File: config.mk
export PLATFORM = sky130hd
export DESIGN_NAME = cond_issue_queue
export DESIGN_NICKNAME = d
export VERILOG_FILES = /design/src/rtl/cond_pkg.sv /design/src/rtl/cond_eval.sv /design/src/rtl/cond_issue_queue.sv
export SDC_FILE = /design/constraint.sdc
export NUM_CORES = 1
export LEC_CHECK = 0
export ABC_AREA = 1
export ABC_CLOCK_PERIOD_IN_PS = 2940
export CORE_ASPECT_RATIO = 1.25
export CORE_UTILIZATION = 25
export CTS_CLUSTER_DIAMETER = 40
export DETAILED_ROUTE_END_ITERATION = 7
export DONT_BUFFER_PORTS = 1
export RECOVER_POWER = 25
export SLEW_MARGIN = 20
export SYNTH_ARGS = -nofsm -noshare
export SYNTH_HDL_FRONTEND = slang
export SYNTH_SLANG_ARGS = --single-unit
File: constraint.sdc
create_clock -name clk -period 2.94 [get_ports clk]
set_input_delay 0.294 -clock clk [delete_from_list [all_inputs] [get_ports clk]]
set_output_delay 0.294 -clock clk [all_outputs]
set_load 0.005 [all_outputs]
File: src/rtl/cond_pkg.sv
// Condition-code encodings and CPSR flag positions shared by the issue queue
// and any other unit that evaluates ARM-style condition fields.
package cond_pkg;

    localparam logic [3:0] COND_EQ = 4'h0;
    localparam logic [3:0] COND_NE = 4'h1;
    localparam logic [3:0] COND_CS = 4'h2;
    localparam logic [3:0] COND_CC = 4'h3;
    localparam logic [3:0] COND_MI = 4'h4;
    localparam logic [3:0] COND_PL = 4'h5;
    localparam logic [3:0] COND_VS = 4'h6;
    localparam logic [3:0] COND_VC = 4'h7;
    localparam logic [3:0] COND_HI = 4'h8;
    localparam logic [3:0] COND_LS = 4'h9;
    localparam logic [3:0] COND_GE = 4'hA;
    localparam logic [3:0] COND_LT = 4'hB;
    localparam logic [3:0] COND_GT = 4'hC;
    localparam logic [3:0] COND_LE = 4'hD;
    localparam logic [3:0] COND_AL = 4'hE;
    localparam logic [3:0] COND_NV = 4'hF;

    localparam int N_BIT = 3;
    localparam int Z_BIT = 2;
    localparam int C_BIT = 1;
    localparam int V_BIT = 0;

endpackage

File: src/rtl/cond_eval.sv
// Purely combinational condition-field evaluator: does a 4-bit condition
// pass under the given {N,Z,C,V} flags.
module cond_eval
    import cond_pkg::*;
(
    input  logic [3:0] cond,
    input  logic [3:0] nzcv,
    output logic       pass
);

    logic w_n, w_z, w_c, w_v;

    assign w_n = nzcv[N_BIT];
    assign w_z = nzcv[Z_BIT];
    assign w_c = nzcv[C_BIT];
    assign w_v = nzcv[V_BIT];

    always_comb begin
        pass = 1'b0;
        case (cond)
            COND_EQ: pass = w_z;
            COND_NE: pass = ~w_z;
            COND_CS: pass = w_c;
            COND_CC: pass = ~w_c;
            COND_MI: pass = w_n;
            COND_PL: pass = ~w_n;
            COND_VS: pass = w_v;
            COND_VC: pass = ~w_v;
            COND_HI: pass = w_c & ~w_z;
            COND_LS: pass = ~w_c | w_z;
            COND_GE: pass = (w_n == w_v);
            COND_LT: pass = (w_n != w_v);
            COND_GT: pass = ~w_z & (w_n == w_v);
            COND_LE: pass = w_z | (w_n != w_v);
            COND_AL: pass = 1'b1;
            default: pass = 1'b0;
        endcase
    end

endmodule

File: src/rtl/cond_issue_queue.sv
// Fetch-to-decode instruction FIFO that issues its head with an execute flag
// derived from the instruction condition field and the live CPSR flags.
module cond_issue_queue
    import cond_pkg::*;
#(
    parameter int DATA_W   = 32,
    parameter int DEPTH    = 4,
    parameter int COND_LSB = 28,
    parameter int SKIP_W   = 16
) (
    input  logic                       clk,
    input  logic                       Rst_n,
    input  logic                       flush,
    input  logic [3:0]                 nzcv,
    input  logic                       in_valid,
    output logic                       in_ready,
    input  logic [DATA_W-1:0]          in_inst,
    output logic                       out_valid,
    input  logic                       out_ready,
    output logic [DATA_W-1:0]          out_inst,
    output logic                       out_exec,
    output logic [$clog2(DEPTH):0]     count,
    output logic [SKIP_W-1:0]          skip_cnt
);

    localparam int PTR_W = $clog2(DEPTH);
    localparam int CNT_W = PTR_W + 1;
    localparam logic [CNT_W-1:0] FULL_CNT = CNT_W'(DEPTH);

    logic [DATA_W-1:0] r_mem [DEPTH];
    logic [PTR_W-1:0]  r_rd_ptr;
    logic [PTR_W-1:0]  r_wr_ptr;
    logic [CNT_W-1:0]  r_count;
    logic [SKIP_W-1:0] r_skip;

    logic              w_full;
    logic              w_empty;
    logic              w_push;
    logic              w_pop;
    logic              w_pass;
    logic [DATA_W-1:0] w_head;

    assign w_full  = (r_count == FULL_CNT);
    assign w_empty = (r_count == '0);
    assign w_head  = r_mem[r_rd_ptr];

    // No push-through at full: in_ready ignores a same-cycle pop.
    assign in_ready  = ~w_full & ~flush;
    assign out_valid = ~w_empty;
    assign out_inst  = w_empty ? '0 : w_head;
    assign out_exec  = ~w_empty & w_pass;

    assign w_push = in_valid & in_ready;
    assign w_pop  = out_valid & out_ready & ~flush;

    cond_eval u_cond_eval (
        .cond (w_head[COND_LSB+3:COND_LSB]),
        .nzcv (nzcv),
        .pass (w_pass)
    );

    // Storage is deliberately left out of reset; occupancy gates its visibility.
    always_ff @(posedge clk) begin
        if (w_push) begin
            r_mem[r_wr_ptr] <= in_inst;
        end
    end

    always_ff @(posedge clk or negedge Rst_n) begin
        if (!Rst_n) begin
            r_rd_ptr <= '0;
            r_wr_ptr <= '0;
            r_count  <= '0;
        end else if (flush) begin
            r_rd_ptr <= '0;
            r_wr_ptr <= '0;
            r_count  <= '0;
        end else begin
            if (w_push) begin
                r_wr_ptr <= r_wr_ptr + PTR_W'(1);
            end
            if (w_pop) begin
                r_rd_ptr <= r_rd_ptr + PTR_W'(1);
            end
            if (w_push && !w_pop) begin
                r_count <= r_count + CNT_W'(1);
            end else if (w_pop && !w_push) begin
                r_count <= r_count - CNT_W'(1);
            end
        end
    end

    // Skipped-instruction counter survives flush and saturates at all-ones.
    always_ff @(posedge clk or negedge Rst_n) begin
        if (!Rst_n) begin
            r_skip <= '0;
        end else if (w_pop && !out_exec && (r_skip != '1)) begin
            r_skip <= r_skip + SKIP_W'(1);
        end
    end

    assign count    = r_count;
    assign skip_cnt = r_skip;

endmodule

==> summary.txt <==
run status: finished clean
f_max: 378 MHz
Worst-Margin Slew: 0.531 ns
synthesis-to-layout area growth: 20.1%
Final Util: 30.7%
grt ovf: 0
Placed Cells: 956
Final Max Tran Viols: 0
clk_lat worst skew: 0.42 ns
Worst-path clk slew: 0.07 ns
Startpoint Class: flop
Post-synth ARST share: 15.2%
DRT Pass-1 Iters: 5
ratio of cells with drive above 1 in the final layout: 10.5%
fin cells: 1023
Rows: 66
Final WS setup: 0.298 ns
number of diodes: 0
nets@finish: 717
Iteration-0 DRC Markers: 170
Port-buffer cells: 0
minimum clock period: 2.64 ns
Post-synth EDFFs: 128
Final Wtd Congestion: 0.796
Synth area leaders: edfxtp_1 (58%), dfrtp_1 (8.6%), nor2_1 (7.7%)
Syn. warnings: 0
total power: 6.23 mW
Critical Path RT: 2.65 ns
final setup vio count: 0
crit-path max FO: 21
vias per cell: 4.39
Gate Count Post-Synth: 630
initial antenna violation count: 0
Final ANT Viol Nets: 0
Synth Area per Inst: 10.6 sq um
Slew headroom: 64.6%
Post-CTS Setup Bufs: 0
pre-CTS setup slack: 0.303 ns
final hold vios: 0
total CTS buffers: 17
height of the die: 185 um
CTS root buf: clkbuf_16
DRC Markers: 0
area leader, netlist: edfxtp_1
Die W: 148 um
CP endpoint kind: primary output
Mapped Area: 0.00668 sq mm
most frequent cell after synthesis: nor2_1
global-route wire length before repair: 24500 um
Clock Path Buffers: 2
Layout Skew: 0.00909 ns
syn_nets: 677
drt wl/cell: 15.3 um
post-synth top area share: 57.6%
unrepaired setup endpoints after global routing: false
Critical Path AT: 2.35 ns
#FFs+latches synth: 151
Post-synth top cells: nor2_1 (137), edfxtp_1 (128), nand2_1 (98)
register area share after synthesis: 66.2%
largest net degree at the start of global routing: 48
leakage: 2.98 nW
critical path type: reg2out
max cap viols: 0
initial core utilization: 25.6%
crit share post-route: 89.9%
Vias: 4490
Netlist cell types: 29
GRT Total Usage: 11.9%
vias in the first global route: 4492
PwrDens: 776 mW/mm^2
Post-DP HPWL: 10200 um
Post-Route WL: 15600 um
CTS tree: done
main flop type after synthesis: edfxtp_1
Ports: 95
VDD IR-drop max: 0.376 mV
final setup TNS: 0 ns
CTS sink count: 151
Die ar.: 0.0274 sq mm
CTS HTree Levels: 4
CORE AREA: 0.0261 sq mm
Hold Path Class: in2reg
==> placed cells by master, fill, tap and decap left out, drive strengths merged, types with 16 or more instances in the layout <==
cell type and instances:
edfxtp 128, dlygate4sd3 34, o21ai 63, a21oi 29, dfrtp 23, nand2 109
nand3 28, nand4 18, buf 16, nor2 138, inv 42, clkbuf 17
==> per-layer routing <==
metal | wire length, um | vias up | GRT usage (%)
met3 | 752 | 7 | 3.37
li1 | - | 2235 | -
met1 | 6500 | 2153 | 13.5
met2 | 8210 | 95 | 21.6
met5 | 0 | - | 0
met4 | 134 | 0 | 3.59
==> report_power, final <==
part | total, mW | switching, mW | internal [mW] | leakage, nW
clock | 2.11 | 0.974 | 1.13 | 0.286
combinational | 1.51 | 1.07 | 0.433 | 1.23
sequential | 2.61 | 0.118 | 2.49 | 1.47
==> worst max-delay path, cell delays in order, from the launching register on <==
cell	delay, ns
dfrtp_2	0.39
clkinv_2	0.28
nand2_1	0.18
nand2_1	0.06
nand2_1	0.07
nand2_2	0.08
nor2_1	0.15
nand2_1	0.07
nand2_1	0.06
nand2_1	0.04
nand2_1	0.05
nor2_1	0.04
nand2_1	0.07
nand2_2	0.23
inv_1	0.16
==> worst paths after layout <==
path,start,to,slack [ns],cells after the start
max in group asynchronous,Rst_n,r_rd_ptr[1]$_DFFE_PN0P_,2.14,2
setup / recovery,r_rd_ptr[0]$_DFFE_PN0P_,out_exec,0.30,14
hold reg to reg,skip_cnt[8]$_DFFE_PN0P_,skip_cnt[8]$_DFFE_PN0P_,0.53,2
setup reg to reg,r_rd_ptr[0]$_DFFE_PN0P_,skip_cnt[3]$_DFFE_PN0P_,0.44,16
min in group asynchronous,Rst_n,count[0]$_DFFE_PN0P_,0.40,2
hold / removal,in_valid,r_wr_ptr[1]$_DFFE_PN0P_,0.05,2
==> per-stage QoR <==
stage | instance area, sq um | hold WS (ns)
after global routing | 8020 | 0.0514
after global placement | 7090 | -0.00116
after detailed placement | 7090 | -0.00112
after CTS | 8000 | 0.0268
after floorplan | 6680 | -0.00159
final | 8020 | 0.0529
==> state kept, by name, indices dropped and copies added, names as in the netlist <==
name,count
skip_cnt,16
r_rd_ptr,2
r_wr_ptr,2
count,3
r_mem,128
==> cell type report <==
cell class              count  area [sq um]
fillers                  2699         18100
well taps                 340           425
clock buffers              17           425
clock inverters            15           148
flip-flops and latches    151          4420
multi-input cells         418          2010
repair buffers             50           462
inverters                  32           124
==> cells by family (layout without fill, tap and decap cells) <==
logic type | Yosys count | after routing | share of synthesized area, %
AOI/OAI and AO/OA | 94 | 94 | 7.08
xor gates and xnor gates | 15 | 15 | 1.97
adders and majority gates | 6 | 6 | 1.24
buffers and inverters | 61 | 114 | 4.27
DFF | 151 | 151 | 66.2
and+or+nand+nor | 303 | 303 | 19.3
==> what timing repair did <==
| action | in CTS | in global routing |
|---|---|---|
| endpoints found under the hold margin | 152 | 23 |
| hold buffers | 34 | 1 |
| resized for setup | 0 | 5 |
| setup endpoints to repair | 0 | 5 |
Note: power is estimated with default switching activity, not from simulation.
